`src/rtl/regfile_debug_port.sv`:
```
// Debug/bring-up master for the CPU register file.
// DUMP streams every register out over a valid/ready byte stream, index 0 first.
// LOAD writes bytes taken from an input stream into the registers, index 0 first.
// cpu_halt is held for the whole operation so the core stays off the register file.
//
// state   | meaning
// --------+---------------------------------------------------------------
// IDLE    | waiting for dump_req / load_req (dump wins when both are high)
// DUMP_RD | capture rf_read_data at idx into tx_data, raise tx_valid
// DUMP_TX | hold tx_data/tx_valid until the sink takes the byte
// LOAD    | accept rx bytes, each accepted byte written to register idx
// DONE    | one-cycle done pulse, then back to IDLE
module regfile_debug_port #(
    parameter int DATA_WIDTH = 8,
    parameter int ADDR_WIDTH = 3,
    parameter int NUM_REGS   = 8
) (
    input  logic                  clk,
    input  logic                  reset,
    input  logic                  dump_req,
    input  logic                  load_req,
    output logic                  busy,
    output logic                  cpu_halt,
    output logic                  done,
    output logic [DATA_WIDTH-1:0] tx_data,
    output logic                  tx_valid,
    input  logic                  tx_ready,
    input  logic [DATA_WIDTH-1:0] rx_data,
    input  logic                  rx_valid,
    output logic                  rx_ready,
    output logic [ADDR_WIDTH-1:0] rf_read_addr,
    input  logic [DATA_WIDTH-1:0] rf_read_data,
    output logic [ADDR_WIDTH-1:0] rf_write_addr,
    output logic [DATA_WIDTH-1:0] rf_write_data,
    output logic                  rf_write_en
);

    typedef enum logic [2:0] {
        IDLE    = 3'd0,
        DUMP_RD = 3'd1,
        DUMP_TX = 3'd2,
        LOAD    = 3'd3,
        DONE    = 3'd4
    } state_t;

    // idx terminates here; it never wraps because every start reloads it to 0
    localparam logic [ADDR_WIDTH-1:0] LAST_IDX = ADDR_WIDTH'(NUM_REGS - 1);

    state_t                state;
    logic [ADDR_WIDTH-1:0] idx;
    logic                  idx_last;

    assign idx_last = (idx == LAST_IDX);

    // Sequencer: state, index and the registered stream/status outputs
    always_ff @(posedge clk or posedge reset) begin
        if (reset) begin
            state    <= IDLE;
            idx      <= '0;
            tx_data  <= '0;
            tx_valid <= 1'b0;
            done     <= 1'b0;
            busy     <= 1'b0;
        end else begin
            case (state)
                IDLE: begin
                    if (dump_req) begin
                        idx   <= '0;
                        busy  <= 1'b1;
                        state <= DUMP_RD;
                    end else if (load_req) begin
                        idx   <= '0;
                        busy  <= 1'b1;
                        state <= LOAD;
                    end
                end
                DUMP_RD: begin
                    tx_data  <= rf_read_data;
                    tx_valid <= 1'b1;
                    state    <= DUMP_TX;
                end
                DUMP_TX: begin
                    if (tx_valid && tx_ready) begin
                        tx_valid <= 1'b0;
                        if (idx_last) begin
                            done  <= 1'b1;
                            state <= DONE;
                        end else begin
                            idx   <= idx + ADDR_WIDTH'(1);
                            state <= DUMP_RD;
                        end
                    end
                end
                LOAD: begin
                    // rx_ready is high throughout LOAD, so rx_valid alone is the handshake
                    if (rx_valid) begin
                        if (idx_last) begin
                            done  <= 1'b1;
                            state <= DONE;
                        end else begin
                            idx <= idx + ADDR_WIDTH'(1);
                        end
                    end
                end
                DONE: begin
                    done  <= 1'b0;
                    busy  <= 1'b0;
                    state <= IDLE;
                end
                default: begin
                    tx_valid <= 1'b0;
                    done     <= 1'b0;
                    busy     <= 1'b0;
                    state    <= IDLE;
                end
            endcase
        end
    end

    // Load side is combinational so the register file commits on the accepting edge
    assign rx_ready      = (state == LOAD);
    assign rf_write_en   = (state == LOAD) && rx_valid;
    assign rf_write_addr = idx;
    assign rf_write_data = rx_data;
    assign rf_read_addr  = idx;
    assign cpu_halt      = busy;

endmodule

```
`config.mk`:
```
export PLATFORM = sky130hd
export DESIGN_NAME = regfile_debug_port
export DESIGN_NICKNAME = d
export VERILOG_FILES = /design/src/rtl/regfile_debug_port.sv
export SDC_FILE = /design/constraint.sdc
export NUM_CORES = 1
export LEC_CHECK = 0
export ABC_AREA = 1
export ABC_CLOCK_PERIOD_IN_PS = 1600
export BUFFER_PORTS_ARGS = -buffer_cell sky130_fd_sc_hd__buf_2
export CORE_MARGIN = 4
export CORE_UTILIZATION = 44
export CTS_BUF_LIST = sky130_fd_sc_hd__clkbuf_8 sky130_fd_sc_hd__clkbuf_16
export CTS_CLUSTER_DIAMETER = 80
export CTS_CLUSTER_SIZE = 20
export DETAILED_ROUTE_END_ITERATION = 12
export PLACE_DENSITY = 0.86
export SYNTH_ARGS = -nofsm -noshare
export SYNTH_HDL_FRONTEND = slang
export SYNTH_SLANG_ARGS = --single-unit
```
`constraint.sdc`:
```
create_clock -name clk -period 1.6 [get_ports clk]
set_input_delay 0.16 -clock clk [delete_from_list [all_inputs] [get_ports clk]]
set_output_delay 0.16 -clock clk [all_outputs]
set_load 0.02 [all_outputs]
```
==> results of run 1 <==
==> worst reg2reg max path, cell delays in order, from the launching register on <==
cell and delay (ps):
dfrtp_2 440, ha_2 200, ha_1 200, nand2_1 90
nand2_2 80, nor2_4 160, nand4_4 130, nand2_2 100
nand2_1 60
==> flip-flops by register name, summed over array words and instances (netlist names) <==
signal and cells:
tx_valid 1, busy 1, done 1, rf_read_addr 3, state 3, tx_data 8
==> layout make-up <==
type,count,area (um^2),share of cell area [%]
clock inverter,1,3.75,0.318
inverter,12,45.0,3.82
sequential,17,427,36.2
multi-input combinational,66,440,37.4
clock buffer,3,41.3,3.50
tap,27,33.8,2.87
timing repair buffer,36,188,15.9
==> where the power goes <==
| part | switching, mW | leakage [nW] | internal (mW) | total (mW) |
|---|---|---|---|---|
| Sequential | 0.193 | 0.206 | 0.636 | 0.829 |
| Clock | 0.140 | 0.0269 | 0.170 | 0.310 |
| Combinational | 1.01 | 0.392 | 0.648 | 1.66 |
| Total | 1.34 | 0.624 | 1.45 | 2.80 |
==> repair_timing <==
action | in CTS | in global routing
buffers inserted | 0 | 3
setup endpoints to repair | 0 | 3
resized for setup | 0 | 6
==> cell usage in the layout (no fill, tap or decap), types with 2 or more instances in the layout <==
cell type and instances:
dfrtp_1 16, mux2_2 8, nand2_1 16, nand2_2 4
clkbuf_8 3, nand4_1 3, nor2_2 3, nand3_1 3
buf_2 33, nor2_1 11, inv_1 12, nor2_4 3
buf_4 3, nor3_1 2, a21oi_1 2, nand2_4 2
o21ai_0 4
==> through the flow <==
step / hold slack, ps / instances
2_1_floorplan: 86.1 / 107
3_3_place_gp: 261 / 155
3_5_place_dp: 283 / 155
4_1_cts: 5.40 / 159
5_1_grt: 52.6 / 162
6_report: -20.5 / 162
==> metal layers <==
metal  wire, um  vias up
met4         38        0
met3        162        5
met2       1060       33
li1           -      392
met5          0        -
met1        928      376
==> worst max-delay path by stage <==
stage / endpoint / slack (ps) / cells past startpoint
after floorplan: rf_read_addr[0]$_DFFE_PP0P_ / 80 / 8
after global placement: rf_read_addr[1]$_DFFE_PP0P_ / 140 / 8
after detailed placement: rf_read_addr[0]$_DFFE_PP0P_ / 60 / 8
after CTS: rf_read_addr[0]$_DFFE_PP0P_ / 30 / 8
after global routing: rf_read_addr[0]$_DFFE_PP0P_ / -30 / 8
final: rf_read_addr[0]$_DFFE_PP0P_ / 30 / 8
==> logic make-up (layout without fill, tap and decap cells) <==
kind of cell / count (synthesis) / after routing / share of synthesized area [%]
buffers and inverters: 24 / 52 / 13.8
adders and majority gates: 2 / 2 / 2.55
muxes: 8 / 8 / 9.20
and+or+nand+nor: 49 / 49 / 27.1
DFF: 17 / 17 / 43.4
AOI/OAI and AO/OA: 7 / 7 / 3.96
==> results.md, run 1 <==
* Port Buffers at 33
* Hold WC Path Type: input port to async pin
* Area of the core at 2040 um^2
* Crit path max-delay cell type: dfrtp_2
* Yosys Warn Count at 0
* Busiest grt layer: met2
* P per Cell Area at 2370 nW/um^2
* Post-layout util at 57.7%
* Filler instances at 190
* Syn-to-layout area delta at 20.3%
* Num CTS Buffers at 3
* Post-synth top flop: dfrtp_1
* Setup violators final at 0
* Max Root-Sink Buffers at 2
* Finished Cell Area at 1180 um^2
* Netlist cell types at 20
* Critical Path RT at 1740 ps
* Clk_lat worst skew at 250 ps
* Post-layout minimum cycle time at 1570 ps
* Crit-path cells: ha_2 > ha_1 > nand2_1 > nand2_2 > nor2_4 > nand4_4 > nand2_2 > nand2_1
* Vias in the first global route at 804
* Final Max Slew Viols at 0
* Worst path bufs/invs at 0
* DR iter-0 viols at 18
* Most common cell in the netlist: nand2_1
* Register area share after synthesis at 43.4%
* Setup tns final at 0 ps
* Antenna viol nets, final at 0
* Final hold slack at -20.5 ps
* Layout Nets at 160
* Synth Area per Inst at 9.16 um^2
* Reg2Reg Launch Point: rf_read_addr[0]$_DFFE_PP0P_
* Wire per inst at 13.5 um
* Area leader, netlist: dfrtp_1
* Post-synth top area share at 43.4%
* Fin crit share at 98.1%
* DP HPWL at 1.55 mm
* TritonCTS clock tree: yes
* Initial antenna violation count at 0
* Post-DP Area at 1090 um^2
* Met2 Track Usage GR at 27.0%
* Synth Register Bits at 17
* Worst VDD drop at 1140 uV
* Status: complete, but fails checks
* Via count at 806
* PnR Total Power at 2.80 mW
* Number of inserted diodes at 0
* DRT Pass-1 Iters at 4
* Crit-path max FO at 5
* Post-Syn Nets at 131
* Crit-path max cell delay at 440 ps
* Largest net degree at the start of global routing at 18
* Gr ovfl total at 0
* Share of layout cells above drive strength 1 at 48.1%
* Failing checks: negative hold slack
* Grt met3 use at 4.02%
* M1 GR Usage at 19.6%
* DRC Markers at 0
* Final wirelength at 2.19 mm
* Number of synthesized flops with an enable pin at 0
* Initial Util at 48.0%
* Via density at 4.98
* Die Y at 55.2 um
* R2r setup slk at 30 ps
* CP Launch Point: rf_read_addr[0]$_DFFE_PP0P_
* Dpl ws at 64.5 ps
* R2R Path End: rf_read_addr[0]$_DFFE_PP0P_
* Crit path arrival time at 1710 ps
* Die ar. at 3050 um^2
* Actual slew at the worst max-slew pin at 633 ps
* First-pass GRT wire length at 3.46 mm
* H-Tree Depth at 1
* Io pins at 50
* Max-cap violations at 0
* Syn Inst Count at 107
* Synth area leaders: dfrtp_1, buf_4, mux2_2, nand2_1, inv_1
* Reg2Reg Depth at 8
* CTS root buf: clkbuf_8
* Cts hold-fix bufs at 0
* Final Hold Viols at 17
* CP startpoint kind: flip-flop
* Fmax at 637 MHz
* Asr flop ratio synth at 100%
* Reg clk slew, reported paths at 60 ps
* Max-slew headroom at 57.7%
* Leak at 0.624 nW
* CTS Sinks at 17
* Post-synth top cells: nand2_1, dfrtp_1, buf_4, inv_1, nor2_1
* Die width at 55.2 um
* Clk_skew at 2.91 ps
* Mapped cell area at 980 um^2
* Kind of cell adding the most delay to the critical path: simple AND/OR/NAND/NOR gates
* CP endpoint kind: flip-flop
* Gr usage total at 16.0%
* Row cnt at 16
* Final worst slack at 31.1 ps
* GP Congestion at 0.870
* Critical path type: flip-flop to flip-flop
No activity file was read; power rests on OpenSTA's default activity.
==> run 2, diff against run 1 <==
- CTS_BUF_LIST: sky130_fd_sc_hd__clkbuf_8 sky130_fd_sc_hd__clkbuf_16 -> unset
- RECOVER_POWER: unset -> 100
==> run 2 against run 1 <==
Compared with the run above:
- the flow now finishes without violations
- clock skew about the same
- critical path depth stayed put
- sequential power barely moved
- global-route usage decreased by 0.62 points
- register-to-register slack gained 60 ps
- maximum frequency up 3.8%
- count of clock-buffer cells in the layout grew 1
- largest power group unchanged
==> results.md, run 2 (synthesis results as in run 1) <==
* Worst Hold Launch: rf_read_data[2]
* Setup violators final at 0 (unchanged)
* Crit-path max FO at 5 (unchanged)
* Die ar. at 3050 um^2 (unchanged)
* Final Max Slew Viols at 0 (unchanged)
* DP HPWL at 1.55 mm (unchanged)
* GP Congestion at 0.870 (unchanged)
* Num CTS Buffers at 3 (unchanged)
* Worst VDD drop at 1090 uV (-3.9%)
* TritonCTS clock tree: yes
* Finished Layout Cells at 163 (+0.62%)
* Reg clk slew, reported paths at 90 ps (+30 ps)
* CTS root buf: clkbuf_4
* Gr usage total at 15.4% (-0.62 points)
* First-pass GRT wire length at 3.33 mm (-3.8%)
* Die width at 55.2 um (unchanged)
* Leak at 0.561 nW (-10%)
* Initial antenna violation count at 0 (unchanged)
* Post-DP Area at 1090 um^2 (unchanged)
* Max-slew headroom at 57.3% (-0.46 points)
* Wire per inst at 12.8 um (-5.0%)
* Crit path arrival time at 1700 ps (about the same)
* Largest register FFs at 8 (unchanged)
* P per Cell Area at 2300 nW/um^2 (-2.9%)
* Post-layout util at 56.3% (-1.4 points)
* Largest net degree at the start of global routing at 18 (unchanged)
* DR iter-0 viols at 3 (-15)
* Status: finished clean
* Actual slew at the worst max-slew pin at 640 ps (+6.92 ps)
* PnR Total Power at 2.65 mW (-5.3%)
* Most common cell after layout, fill and taps aside: clkbuf_1
* Vias in the first global route at 793 (-1.4%)
* Layout Nets at 161 (+0.63%)
* Io pins at 50 (unchanged)
* Clk_skew at 3.24 ps (+0.328 ps)
* DP Cell Count at 155 (unchanged)
* Filler instances at 200 (+5.3%)
* H-Tree Depth at 1 (unchanged)
* Clk_lat worst skew at 290 ps (+40 ps)
* Reg2Reg Launch Point: rf_read_addr[0]$_DFFE_PP0P_
* Port Buffers at 33 (unchanged)
* CTS Sinks at 17 (unchanged)
* Critical path type: flip-flop to flip-flop
* DRC Markers at 0 (unchanged)
* Critical Path RT at 1790 ps (+50 ps)
* Gr ovfl total at 0 (unchanged)
* Number of inserted diodes at 0 (unchanged)
* CP startpoint kind: flip-flop
* Finished Cell Area at 1150 um^2 (-2.4%)
* Share of layout cells above drive strength 1 at 35.3% (-13 points)
* DRT Pass-1 Iters at 4 (unchanged)
* Hold WC Path Type: input port to flip-flop
* CP Launch Point: rf_read_addr[0]$_DFFE_PP0P_
* Die Y at 55.2 um (unchanged)
* Area of the core at 2040 um^2 (unchanged)
* Commonest non-fill, non-tap cells in the layout: clkbuf_1, dfrtp_1, nand2_1, buf_2
* Max-cap violations at 0 (unchanged)
* Final hold slack at 95.9 ps (+116 ps)
* Row cnt at 16 (unchanged)
* Antenna viol nets, final at 0 (unchanged)
* Syn-to-layout area delta at 17.4%
* Post-layout minimum cycle time at 1510 ps (-57.9 ps)
* Final Hold Viols at 0 (-17)
* Max Root-Sink Buffers at 2 (unchanged)
* Final wirelength at 2.09 mm (-4.4%)
* Fin crit share at 94.4% (-3.6 points)
* Largest register by flop count: tx_data
* Via density at 4.94 (-0.74%)
* Initial Util at 48.0% (unchanged)
* CP endpoint kind: flip-flop
* Via count at 805 (-0.12%)
* Fmax at 662 MHz (+3.8%)
[run 2: metal layers]
layer | up-vias | global-route usage (%) | share of wire, %
met5 | - | 0 | 0
met4 | 0 | 7.29 | 1.8
met3 | 4 | 3.75 | 9.0
met2 | 36 | 25.4 | 48
met1 | 372 | 18.7 | 41
li1 | 393 | - | -
[run 2: worst paths after layout]
check | to | slack, ps | cells after the start
setup / recovery | rf_read_addr[0]$_DFFE_PP0P_ | 90 | 8
hold / removal | tx_data[2]$_DFFE_PP0P_ | 100 | 2
setup reg to reg | rf_read_addr[0]$_DFFE_PP0P_ | 90 | 8
hold reg to reg | tx_data[0]$_DFFE_PP0P_ | 510 | 1
max in group asynchronous | state[0]$_DFFE_PP0P_ | 700 | 3
min in group asynchronous | rf_read_addr[1]$_DFFE_PP0P_ | 480 | 3
[run 2: power by group]
part           switching [mW]  internal [mW]  leakage (nW)  total [mW]
clock network           0.131         0.0970        0.0150       0.228
registers               0.199          0.632         0.207       0.831
logic                   0.993          0.598         0.339        1.59
total                    1.32           1.33         0.561        2.65
[run 2: repair_timing]
item | 4_1_cts | 5_1_grt
hold endpoints to repair | 17 | 0
buffers inserted | 0 | 3
resized for setup | 0 | 6
setup endpoints to repair | 0 | 3
hold buffers | 1 | 0
[run 2: area by class of cell]
type,instances,area [um^2],share of cell area [%]
flip-flops and latches,17,425,37.0
inverters,12,45.0,3.92
repair buffers,37,176,15.3
clock buffers,4,26.3,2.29
well taps,27,33.8,2.94
multi-input cells,66,443,38.5
[run 2: stage by stage]
stage,setup slack [ps],TNS (ps)
CTS,44.9,0
floorplan,81.0,0
global placement,143,0
global route,-6.19,-7.96
detailed placement,64.5,0
finish,89.0,0
[run 2: critical path, cell delays in order (launching register included)]
cell	delay [ps]
dfrtp_1	440
ha_2	210
ha_2	170
nand2_1	80
nand2_2	80
nor2_4	170
nand4_4	130
nand2_1	90
nand2_1	50
==> run 3, diff against run 2 <==
- CORE_ASPECT_RATIO: unset -> 0.9
- CORE_MARGIN: 4 -> 5
==> run 3 against run 2 <==
Compared with the run above:
- sequential power is 1% lower
- worst hold slack got worse by 12 ps
- highest routed layer unchanged
- die area grew 7.4%
- count of clock-buffer cells in the layout down 1
- first-iteration DRC count grew 130%
- cell count is 0.61% lower
- sequential share of layout area is 0.53 points higher
- core utilization shrank 3.9 points
- sequential cell count did not move
- routed wire length increased by 9.0%
- clock power about the same
==> results.md, run 3 (synthesis results as in run 1) <==
* Die width at 59.7 um (+8.3%)
* Setup violators final at 0 (unchanged)
* Syn-to-layout area delta at 15.7%
* Fmax at 655 MHz (-0.96%)
* Critical path type: flip-flop to flip-flop
* CP Launch Point: rf_read_addr[1]$_DFFE_PP0P_
* GP Congestion at 0.945 (+8.7%)
* CTS Sinks at 17 (unchanged)
* Io pins at 50 (unchanged)
* Largest register by flop count: tx_data
* Vias in the first global route at 829 (+4.5%)
* Num CTS Buffers at 3 (unchanged)
* P per Cell Area at 2310 nW/um^2 (+0.42%)
* Leak at 0.550 nW (-2.0%)
* First-pass GRT wire length at 3.54 mm (+6.2%)
* Antenna viol nets, final at 0 (unchanged)
* Max Root-Sink Buffers at 2 (unchanged)
* Gr usage total at 14.8% (-0.57 points)
* Reg2Reg Launch Point: rf_read_addr[1]$_DFFE_PP0P_
* Critical Path RT at 1790 ps (about the same)
* Max-slew headroom at 57.6% (+0.29 points)
* DRC Markers at 0 (unchanged)
* Clk_skew at 8.33 ps (+5.09 ps)
* Via density at 5.01 (+1.5%)
* CTS root buf: clkbuf_4
* Fin crit share at 95.4% (+0.91 points)
* R2R Path End: rf_read_addr[1]$_DFFE_PP0P_
* Hold WC Path Type: input port to flip-flop
* Max-cap violations at 0 (unchanged)
* DP Cell Count at 155 (unchanged)
* RSZ-0062 raised after global routing: no
* Setup tns final at 0 ps (unchanged)
* Final Max Slew Viols at 0 (unchanged)
* Largest register FFs at 8 (unchanged)
* Layout Nets at 160 (-0.62%)
* Share of layout cells above drive strength 1 at 33.3% (-2.0 points)
* TritonCTS clock tree: yes
* Clk_lat worst skew at 300 ps (about the same)
* Area of the core at 2160 um^2 (+5.9%)
* Reg clk slew, reported paths at 100 ps (about the same)
* DRT Pass-1 Iters at 4 (unchanged)
* Die ar. at 3270 um^2 (+7.4%)
* Crit path arrival time at 1720 ps (+20 ps)
* Actual slew at the worst max-slew pin at 636 ps (-4.38 ps)
* Final Hold Viols at 0 (unchanged)
* Final wirelength at 2.28 mm (+9.0%)
* Finished Layout Cells at 162 (-0.61%)
* Post-layout minimum cycle time at 1530 ps (+14.6 ps)
* Reg2Reg Depth at 8 (unchanged)
* Number of inserted diodes at 0 (unchanged)
* Gr ovfl total at 0 (unchanged)
* Die Y at 54.8 um (-0.76%)
* Via count at 812 (+0.87%)
* R2r setup slk at 70 ps (about the same)
* Final hold slack at 84.2 ps (-11.7 ps)
* Most common cell after layout, fill and taps aside: clkbuf_1
* Crit-path max FO at 4 (-1)
* Worst VDD drop at 1250 uV (+14%)
* CP endpoint kind: flip-flop
* H-Tree Depth at 1 (unchanged)
* Wire per inst at 14.1 um (+9.7%)
* Commonest non-fill, non-tap cells in the layout: clkbuf_1, nand2_1, dfrtp_1
* DP HPWL at 1.74 mm (+12%)
* DR iter-0 viols at 7 (+4)
* Row cnt at 16 (unchanged)
* Initial antenna violation count at 0 (unchanged)
* Status: finished clean
* Port Buffers at 33 (unchanged)
* CP startpoint kind: flip-flop
* Initial Util at 45.3% (-2.7 points)
* Last element of the critical path: rf_read_addr[1]$_DFFE_PP0P_
* Largest net degree at the start of global routing at 18 (unchanged)
## run 3: critical path, stage by stage (launching register included)
cell and delay [ps]:
dfrtp_1 430, ha_2 200, ha_2 180, nand2_1 90, nand2_2 90, nor2_4 180, nand4_4 130, nand2_1 90
nand2_1 50
## run 3: routing by layer
layer | GRT usage [%] | vias up | wire, um
met5 | 0 | - | 0
met4 | 8.86 | 0 | 65
met3 | 4.95 | 9 | 239
met2 | 25.4 | 47 | 1140
met1 | 15.9 | 370 | 834
li1 | - | 386 | -
## run 3: layout make-up
type / count / area [um^2]
fillers: 207 / 1030
multi-input cells: 66 / 435
flip-flops and latches: 17 / 425
repair buffers: 36 / 166
inverters: 12 / 45.0
well taps: 27 / 33.8
clock buffers: 3 / 22.5
clock inverters: 1 / 5.00
## run 3: worst min-delay path by stage
stage / start / to / slack (ps) / depth (start not counted)
after floorplan: reset / busy$_DFFE_PP0P_ / 90 / 1
after global placement: reset / rf_read_addr[0]$_DFFE_PP0P_ / 260 / 2
after detailed placement: reset / tx_data[5]$_DFFE_PP0P_ / 270 / 2
after CTS: rf_read_data[0] / tx_data[0]$_DFFE_PP0P_ / 90 / 2
after global routing: rf_read_data[0] / tx_data[0]$_DFFE_PP0P_ / 80 / 2
final: rf_read_data[0] / tx_data[0]$_DFFE_PP0P_ / 80 / 2
## run 3: timing repair
item,in CTS,in global routing
gates resized for setup,0,7
setup endpoints to repair,0,3
hold buffers,1,0
hold endpoints to repair,17,0
setup buffers,0,2
## run 3: report_power, final
group / switching (mW) / internal (mW)
registers: 0.187 / 0.632
clock network: 0.136 / 0.0932
logic: 1.02 / 0.556
## run 3: metrics by stage
step,setup WS [ps],power [mW],instance area [um^2],utilization (%)
finish,74.4,2.62,1130,52.4
global route,4.43,2.83,1130,52.4
CTS,7.32,2.57,1130,52.1
detailed placement,20.4,2.34,1090,50.3
global placement,145,2.26,1090,50.3
floorplan,81.0,1.98,980,-
